<file path="src/rtl/scan_chain_rx_if.sv">
// Scan-chain bundle between the hop controller (master) and the chip-side receiver (slave).
// The interface carries the five scan inputs into the receiver and its capture results back out.
interface scan_chain_rx_if #(
   parameter int NBITS = 64
);
   localparam int NW = $clog2(NBITS) + 1;

   logic             scan_id;
   logic             scan_phi;
   logic             scan_phi_bar;
   logic             scan_data_in;
   logic             scan_load_chip;
   logic [NBITS-1:0] data_out;
   logic             data_valid;
   logic [NW-1:0]    nbits_rx;
   logic             frame_err;
   logic             proto_err;
   logic             scan_data_out;

   modport master (
      output scan_id, scan_phi, scan_phi_bar, scan_data_in, scan_load_chip,
      input  data_out, data_valid, nbits_rx, frame_err, proto_err, scan_data_out
   );

   modport slave (
      input  scan_id, scan_phi, scan_phi_bar, scan_data_in, scan_load_chip,
      output data_out, data_valid, nbits_rx, frame_err, proto_err, scan_data_out
   );
endinterface

</file>
<file path="src/rtl/scan_chain_rx.sv">
// Chip-side two-phase scan-chain receiver: oversamples the scan pins on clk, shifts the
// serial stream into an NBITS chain and transfers it to a parallel word on a load strobe.
module scan_chain_rx #(
   parameter int NBITS       = 64,
   parameter int SYNC_STAGES = 2
) (
   input  logic           clk,
   input  logic           reset,
   scan_chain_rx_if.slave bus
);
   localparam int NW = $clog2(NBITS) + 1;

   localparam int ID  = 0;
   localparam int PHI = 1;
   localparam int PHB = 2;
   localparam int DIN = 3;
   localparam int LD  = 4;

   typedef enum logic [1:0] {
      IDLE,
      ARMED,
      CAPTURED
   } state_e;

   logic [4:0]                    raw;
   logic [SYNC_STAGES-1:0][4:0]   sync_q;
   logic [4:0]                    s;
   logic [2:0]                    dly_q;   // {load, phi_bar, phi} from the previous cycle

   logic id_s, phi_s, phb_s, din_s;
   logic phi_rise, phb_rise, ld_rise;

   state_e           state_q, state_d;
   logic             master_q, master_d;
   logic [NBITS-1:0] shift_q, shift_d;
   logic [NBITS-1:0] dout_q, dout_d;
   logic             valid_q, valid_d;
   logic [NW-1:0]    nbits_q, nbits_d;
   logic             ferr_q, ferr_d;
   logic             perr_q, perr_d;

   assign raw = {bus.scan_load_chip, bus.scan_data_in, bus.scan_phi_bar,
                 bus.scan_phi, bus.scan_id};

   always_ff @(posedge clk or posedge reset) begin
      if (reset) begin
         sync_q <= '0;
         dly_q  <= '0;
      end else begin
         sync_q <= {sync_q[SYNC_STAGES-2:0], raw};
         dly_q  <= {s[LD], s[PHB], s[PHI]};
      end
   end

   assign s        = sync_q[SYNC_STAGES-1];
   assign id_s     = s[ID];
   assign phi_s    = s[PHI];
   assign phb_s    = s[PHB];
   assign din_s    = s[DIN];
   assign phi_rise = s[PHI] & ~dly_q[0];
   assign phb_rise = s[PHB] & ~dly_q[1];
   assign ld_rise  = s[LD]  & ~dly_q[2];

   always_ff @(posedge clk or posedge reset) begin
      if (reset) begin
         state_q  <= IDLE;
         master_q <= 1'b0;
         shift_q  <= '0;
         dout_q   <= '0;
         valid_q  <= 1'b0;
         nbits_q  <= '0;
         ferr_q   <= 1'b0;
         perr_q   <= 1'b0;
      end else begin
         state_q  <= state_d;
         master_q <= master_d;
         shift_q  <= shift_d;
         dout_q   <= dout_d;
         valid_q  <= valid_d;
         nbits_q  <= nbits_d;
         ferr_q   <= ferr_d;
         perr_q   <= perr_d;
      end
   end

   always_comb begin
      state_d  = state_q;
      master_d = master_q;
      shift_d  = shift_q;
      dout_d   = dout_q;
      valid_d  = 1'b0;
      nbits_d  = nbits_q;
      ferr_d   = ferr_q;
      perr_d   = perr_q;

      if (!id_s) begin
         state_d = IDLE;
         nbits_d = '0;
      end else if (state_q == IDLE) begin
         state_d = ARMED;
      end else begin
         // Overlapping phases flag an error and swallow any edge seen in the same cycle.
         if (phi_s && phb_s) begin
            perr_d = 1'b1;
         end else begin
            if (phi_rise) begin
               master_d = din_s;
               state_d  = CAPTURED;
            end
            if (phb_rise) begin
               if (state_q == CAPTURED) begin
                  shift_d = {shift_q[NBITS-2:0], master_q};
                  if (nbits_q != '1) nbits_d = nbits_q + 1'b1;
                  state_d = ARMED;
               end else begin
                  perr_d = 1'b1;
               end
            end
         end

         // Load sees the post-shift chain and count when both land in one cycle.
         if (ld_rise) begin
            dout_d  = shift_d;
            valid_d = 1'b1;
            ferr_d  = (nbits_d != NW'(NBITS));
            nbits_d = '0;
            perr_d  = 1'b0;
            state_d = ARMED;
         end
      end
   end

   assign bus.data_out      = dout_q;
   assign bus.data_valid    = valid_q;
   assign bus.nbits_rx      = nbits_q;
   assign bus.frame_err     = ferr_q;
   assign bus.proto_err     = perr_q;
   assign bus.scan_data_out = shift_q[NBITS-1];

endmodule

</file>
<file path="src/flat_wrapper.sv">
// flat-port wrapper written by rule: the top's interface ports become plain ports
module scan_chain_rx_flat 
#(
   parameter int NBITS       = 64,
   parameter int SYNC_STAGES = 2
)
  (clk, reset, bus_scan_id, bus_scan_phi, bus_scan_phi_bar, bus_scan_data_in, bus_scan_load_chip, bus_data_out, bus_data_valid, bus_nbits_rx, bus_frame_err, bus_proto_err, bus_scan_data_out);
  scan_chain_rx_if #(.NBITS(NBITS)) bus_i ();
  input  logic clk;
  input  logic reset;
  input wire logic [$bits(bus_i.scan_id)-1:0] bus_scan_id;
  input wire logic [$bits(bus_i.scan_phi)-1:0] bus_scan_phi;
  input wire logic [$bits(bus_i.scan_phi_bar)-1:0] bus_scan_phi_bar;
  input wire logic [$bits(bus_i.scan_data_in)-1:0] bus_scan_data_in;
  input wire logic [$bits(bus_i.scan_load_chip)-1:0] bus_scan_load_chip;
  output wire logic [$bits(bus_i.data_out)-1:0] bus_data_out;
  output wire logic [$bits(bus_i.data_valid)-1:0] bus_data_valid;
  output wire logic [$bits(bus_i.nbits_rx)-1:0] bus_nbits_rx;
  output wire logic [$bits(bus_i.frame_err)-1:0] bus_frame_err;
  output wire logic [$bits(bus_i.proto_err)-1:0] bus_proto_err;
  output wire logic [$bits(bus_i.scan_data_out)-1:0] bus_scan_data_out;
  assign bus_i.scan_id = bus_scan_id;
  assign bus_i.scan_phi = bus_scan_phi;
  assign bus_i.scan_phi_bar = bus_scan_phi_bar;
  assign bus_i.scan_data_in = bus_scan_data_in;
  assign bus_i.scan_load_chip = bus_scan_load_chip;
  assign bus_data_out = bus_i.data_out;
  assign bus_data_valid = bus_i.data_valid;
  assign bus_nbits_rx = bus_i.nbits_rx;
  assign bus_frame_err = bus_i.frame_err;
  assign bus_proto_err = bus_i.proto_err;
  assign bus_scan_data_out = bus_i.scan_data_out;
  scan_chain_rx #(.NBITS(NBITS), .SYNC_STAGES(SYNC_STAGES)) u_core (.clk(clk), .reset(reset), .bus(bus_i));
endmodule
</file>
<file path="config.mk">
export PLATFORM = sky130hd
export DESIGN_NAME = scan_chain_rx_flat
export DESIGN_NICKNAME = d
export VERILOG_FILES = /design/src/rtl/scan_chain_rx_if.sv /design/src/rtl/scan_chain_rx.sv /design/src/flat_wrapper.sv
export SDC_FILE = /design/constraint.sdc
export NUM_CORES = 1
export LEC_CHECK = 0
export BUFFER_PORTS_ARGS = -buffer_cell sky130_fd_sc_hd__buf_2
export CORE_ASPECT_RATIO = 1.5
export CORE_UTILIZATION = 35
export DETAILED_ROUTE_END_ITERATION = 8
export GPL_TIMING_DRIVEN = 0
export HOLD_SLACK_MARGIN = 0.15
export PLACE_DENSITY = 0.56
export SYNTH_ARGS = -nofsm -noshare
export SYNTH_HDL_FRONTEND = slang
export SYNTH_SLANG_ARGS = --single-unit
</file>
<file path="constraint.sdc">
create_clock -name clk -period 7.95 [get_ports clk]
set_clock_uncertainty 0.1 [all_clocks]
set_input_delay 0 -clock clk [delete_from_list [all_inputs] [get_ports clk]]
set_output_delay 0 -clock clk [all_outputs]
set_load 0.1 [all_outputs]
</file>
Word level (Yosys, flattened, before mapping)
Index checks and enable logic that the tools add are counted.
{"block": "word_totals", "regBits": 154, "word_cells": 59}
{"block": "classes", "add_sub_neg": 1, "n_eq_ne": 6, "n_mux": 26, "n_bitwise": 8, "reduce_logical": 7}
{"cell": "2-to-1 mux 64 bit", "count": 3}
{"cell": "2-to-1 mux 7 bit", "count": 9}
{"cell": "2-to-1 mux 2 bit", "count": 7}
{"cell": "!= test 7 bit, second input constant", "count": 2}
{"cell": "AND reduction 4 bit", "count": 2}
{"cell": "adder 7 x 1 -> 7 bit, second input constant", "count": 1}
{"cell": "2-to-1 mux 1 bit", "count": 7}
{"cell": "NOT 1 bit", "count": 5}
{"cell": "!= test 4 bit, second input constant", "count": 1}
{"cell": "AND 1 bit", "count": 3}
{"cell": "!= test 3 x 1 -> 1 bit, second input constant", "count": 1}
{"cell": "AND reduction 3 bit", "count": 1}
{"cell": "nonzero test 3 bit", "count": 1}
{"cell": "== test 2 bit, second input constant", "count": 1}
{"cell": "logical NOT 2 bit", "count": 1}
{"cell": "!= test 2 bit, second input constant", "count": 1}
{"cell": "AND reduction 2 bit", "count": 1}
{"cell": "logical AND 1 bit", "count": 1}

Longest topological paths before layout
{"block": "depth", "ltp_word": 10, "depth_mapped": 7, "mapped_depth_nobuf": 6}

Worst setup path after synthesis
OpenSTA, ideal clock, no wires.
{"block": "synth_path", "kind": "register to register", "from": "register u_core.nbits_q[0], in the netlist u_core.bus.nbits_rx[0]", "to": "register u_core.ferr_q, in the netlist u_core.bus.frame_err", "t_arrival_ns": 2.418, "t_required_ns": 7.708, "path_slack_ns": 5.290, "path_stages_with_launch": 8, "path_buffers": 1, "synth_period_minus_slack_ns": 2.660, "cell_sequence": "dfrtp_1 -> ha_1 -> nand4_1 -> or2_1 -> and2_0 -> buf_2 -> o31ai_1 -> a41oi_1"}
{"block": "synth_between", "elab_chain_cells": 8}
{"element": "start, declared", "line_no": "scan_chain_rx.sv:38", "text": "logic [NW-1:0] nbits_q, nbits_d;"}
{"element": "start signal, assigned", "line_no": "scan_chain_rx.sv:80", "text": "nbits_q <= nbits_d;"}
{"element": "adder 7 x 1 -> 7 bit or != test 7 bit (tied branches)", "line_no": "scan_chain_rx.sv:113", "text": "if (nbits_q != '1) nbits_d = nbits_q + 1'b1;"}
{"element": "2-to-1 mux 7 bit", "line_no": "scan_chain_rx.sv:113"}
{"element": "2-to-1 mux 7 bit", "line_no": "scan_chain_rx.sv:111", "text": "if (state_q == CAPTURED) begin"}
{"element": "2-to-1 mux 7 bit", "line_no": "scan_chain_rx.sv:110", "text": "if (phb_rise) begin"}
{"element": "2-to-1 mux 7 bit *", "line_no": "scan_chain_rx.sv:103", "text": "if (phi_s && phb_s) begin"}
{"element": "2-to-1 mux 7 bit *", "line_no": "scan_chain_rx.sv:99", "text": "end else if (state_q == IDLE) begin"}
{"element": "2-to-1 mux 7 bit *", "line_no": "scan_chain_rx.sv:96", "text": "if (!id_s) begin"}
{"element": "!= test 7 bit *", "line_no": "scan_chain_rx.sv:125", "text": "ferr_d = (nbits_d != NW'(NBITS));"}
{"element": "end signal, assigned", "line_no": "scan_chain_rx.sv:81", "text": "ferr_q <= ferr_d;"}
{"element": "end, declared", "line_no": "scan_chain_rx.sv:39", "text": "logic ferr_q, ferr_d;"}
Mark *: on every way between the ends. The rest lies on a longest branch, timed or not. The select of a mux whose other input is x is not followed.
A chain may end at the register's enable or synchronous reset.

Final worst setup path
Ends and elaborated chain as after synthesis.

==> summary.md <==
| Metric | Value |
|---|---|
| Die X | `113 µm` |
| Final Hold Viols | `0` |
| Sequential area share after synthesis | `59.1%` |
| Io pins | `82` |
| Hold Path Class | `reg2reg` |
| Flop-to-flop setup slack | `between 5 and 6 ns` |
| Vias in the first global route | `~4500` |
| Routing usage on met3 | `3.21%` |
| Top post-synthesis cells by area | `dfrtp_1 (59%), mux2_2 (11%), mux2i_1 (10%)` |
| Layout cells sized above 1 | `32.1%` |
| Post-DRT Antenna Nets | `0` |
| Worst setup path start | `u_core.bus.nbits_rx[0]` |
| Leakage power | `4.14 nW` |
| Reg2reg start | `u_core.bus.nbits_rx[0]` |
| 1st-iter DRT viols | `325` |
| DIE HEIGHT | `169 µm` |
| TNS Setup | `0 ns` |
| Area Growth Syn to Fin | `22.9%` |
| DRT Pass-1 Iters | `4` |
| Post-synth top cells | `dfrtp_1 (154), nand2_1 (74), mux2i_1 (65), o21ai_0 (64), mux2_2 (62)` |
| Clock Latency Late Sink | `0.42 ns` |
| Synth Warn # | `0` |
| Mapped Nets | `525` |
| Vias | `4306` |
| First-pass GRT wire length | `22900 µm` |
| Met2 usage | `27.4%` |
| Drt total wl | `13700 µm` |
| Most used DFF post-synth | `dfrtp_1` |
| Top-count cell post-synth | `dfrtp_1` |
| Total Routing Usage GR | `15.3%` |
| Setup ws final | `5.67 ns` |
| GPL Wtd Cong | `0.797` |
| Critical path depth | `7` |
| CP arrival | `between 2 and 2.5 ns` |
| Count of state elements after synthesis | `154` |
| Site Rows | `60` |
| Post-Synthesis Cells | `approximately 520` |
| Routed len/inst | `15.4 µm` |
| Unrepaired setup endpoints after global routing | `no` |
| RR Endpoint | `u_core.bus.frame_err` |
| PortBufs | `81` |
| Max Cap Viol | `0` |
| Ys async rst share | `100%` |
| Area of the mapped netlist | `0.00652 mm²` |
| Status | `complete, no violations` |
| Htree depth | `4` |
| WS Path Type | `reg2reg` |
| Critical-path cell list | `ha_1, nand4_1, or2_1, and2_0, buf_2, o31ai_1, a41oi_1` |
| Cell Pwr Density | `~210 mW/mm²` |
| CP required | `8.13 ns` |
| Clock-pin slew on the worst setup and hold paths | `0.06 ns` |
| R2R cell count | `7` |
| CTS resizes | `0` |
| Area of the multi-input gates | `approximately 0.0024 mm²` |
| Critical Path End Type | `flop` |
| TritonCTS Sinks | `154` |
| Dpl ws | `around 5.7 ns` |
| Top Family by Delay on Critical Path | `simple AND/OR/NAND/NOR gates` |
| Slew @ Worst Pin | `0.651 ns` |
| Drt drc | `0` |
| Diode count | `0` |
| Netlist cell types | `43` |
| Register area | `0.00385 mm²` |
| Peak supply drop | `0.000131 V` |
| HPWL after DPL | `between 9000 and 10000 µm` |
| Fin. max-slew vios | `0` |
| Post-route core utilization | `44.3%` |
| Crit share post-route | `28.7%` |
| Number of fill cells in the layout | `1667` |
| Worst-path fanout max | `9` |
| Fmax | `439 MHz` |
| Vias per cell | `4.84` |
| Biggest area consumer among synthesized cells | `dfrtp_1` |
| Fin crit period | `2.28 ns` |
| Crit path capture | `u_core.bus.frame_err` |
| CTS tree | `built` |
| Max stage delay on crit path | `0.49 ns` |
| Post-layout nets | `about 640` |
| CP startpoint kind | `flop` |
| Largest net degree at the start of global routing | `105` |
| Buf/Inv on CP | `1` |
| Die ar. | `about 0.019 mm²` |
| Maximum root-to-sink buffer count | `2` |
| Core region area | `approximately 0.018 mm²` |
| GR Overflow Total | `0` |
| GRT busiest layer | `met2` |
| Total CTS buffers | `17` |
| Slowest-stage cell, CP | `dfrtp_1` |
| Post-synth EDFFs | `0` |
| Relative slew slack | `56.4%` |
| CTS root buf | `clkbuf_16` |
| Initial antenna violation count | `0` |
| Area share of the largest cell type after synthesis | `59.1%` |
| Initial Util | `36.0%` |
| Avg Inst Size Synth | `roughly 13 µm²` |
| GRT met1 Usage | `roughly 18%` |
| Final setup violation count | `0` |
[metal layers]
| layer | vias to the layer above | wire length, µm |
|---|---|---|
| li1 | 2044 | - |
| met1 | 2162 | 5670 |
| met2 | 88 | 7510 |
| met3 | 12 | 432 |
| met4 | 0 | 127 |
| met5 | - | 0 |
[metrics by stage]
| stage | hold WS, ns | power [mW] | cells | area, µm² |
|---|---|---|---|---|
| 2_1_floorplan | -0.0686 | 0.862 | 517 | 6520 |
| 3_3_place_gp | 0.00909 | 0.879 | 846 | 7240 |
| 3_5_place_dp | -0.0217 | 0.883 | 847 | 7270 |
| 4_1_cts | 0.253 | 1.74 | 890 | 8010 |
| 5_1_grt | 0.261 | 1.79 | 890 | 8010 |
| 6_report | 0.250 | 1.72 | 890 | 8010 |
[cell families (layout without fill, tap and decap cells)]
logic type / count (synthesis) / count (layout) / share of synthesized area [%]
AO/OA/AOI/OAI: 91 / 91 / 7.85
buffers and inverters: 35 / 160 / 3.57
flip-flops: 154 / 154 / 59.1
adder cells (fa/ha/maj): 1 / 1 / 0.192
multiplexers: 131 / 131 / 21.4
AND/OR/NAND/NOR: 104 / 104 / 7.79
XOR/XNOR: 1 / 1 / 0.134
[worst register-to-register path, cell delays in order (launching register included)]
cell     delay, ns
dfrtp_1       0.49
ha_1          0.34
nand4_1       0.19
or2_1         0.31
and2_0        0.16
buf_2         0.15
o31ai_1       0.25
a41oi_1       0.15
[area by class of cell]
class / count / share of cell area [%]
Inverter: 4 / 0.250
Clock inverter: 11 / 1.97
Tap cell: 248 / 3.87
Clock buffer: 20 / 5.82
Multi-Input combinational cell: 328 / 30.4
Timing Repair Buffer: 94 / 6.90
Buffer: 31 / 2.72
Sequential cell: 154 / 48.1
[cell usage in the layout (no fill, tap or decap), drive strengths merged, types with 2 or more instances in the layout]
cell,n
dfrtp,154
mux2i,65
a21oi,7
a41oi,2
nand4,2
dlygate4sd3,12
clkinvlp,2
nor2,7
nand2b,4
o21ai,69
o31ai,3
inv,9
a21o,2
nand2,74
or2,3
clkbuf,31
bufinv,3
buf,102
nand3,5
nor2b,2
mux2,66
a31oi,3
[sequential cells by signal (all words and copies together), names as in the netlist, 2 cells and up]
| signal | count |
|---|---|
| u_core.bus.data_out | 64 |
| u_core.bus.nbits_rx | 7 |
| u_core.dly_q | 3 |
| u_core.s | 5 |
| u_core.shift_q | 64 |
| u_core.state_q | 2 |
| u_core.sync_q | 5 |
[where the power goes]
group          switching, mW  internal, mW  leakage (nW)
clock network          0.327         0.524         0.301
registers            0.00780         0.792          2.11
logic                 0.0535        0.0175          1.72
[worst min-delay path by stage]
stage,from,to,depth (start not counted)
final,u_core.sync_q[2],u_core.s[2],0
after global routing,u_core.sync_q[0],u_core.s[0],0
after CTS,u_core.sync_q[2],u_core.s[2],0
after detailed placement,reset,u_core.bus.data_out[29],2
after global placement,bus_scan_phi_bar,u_core.sync_q[2],1
after floorplan,bus_scan_id,u_core.sync_q[0],0
[what timing repair did]
action | 4_1_cts | 5_1_grt
hold endpoints to repair | 159 | 0
hold buffers | 12 | 0
setup endpoints to repair | 0 | 0
setup buffers | 0 | 0
No activity file was read; power rests on OpenSTA's default activity.
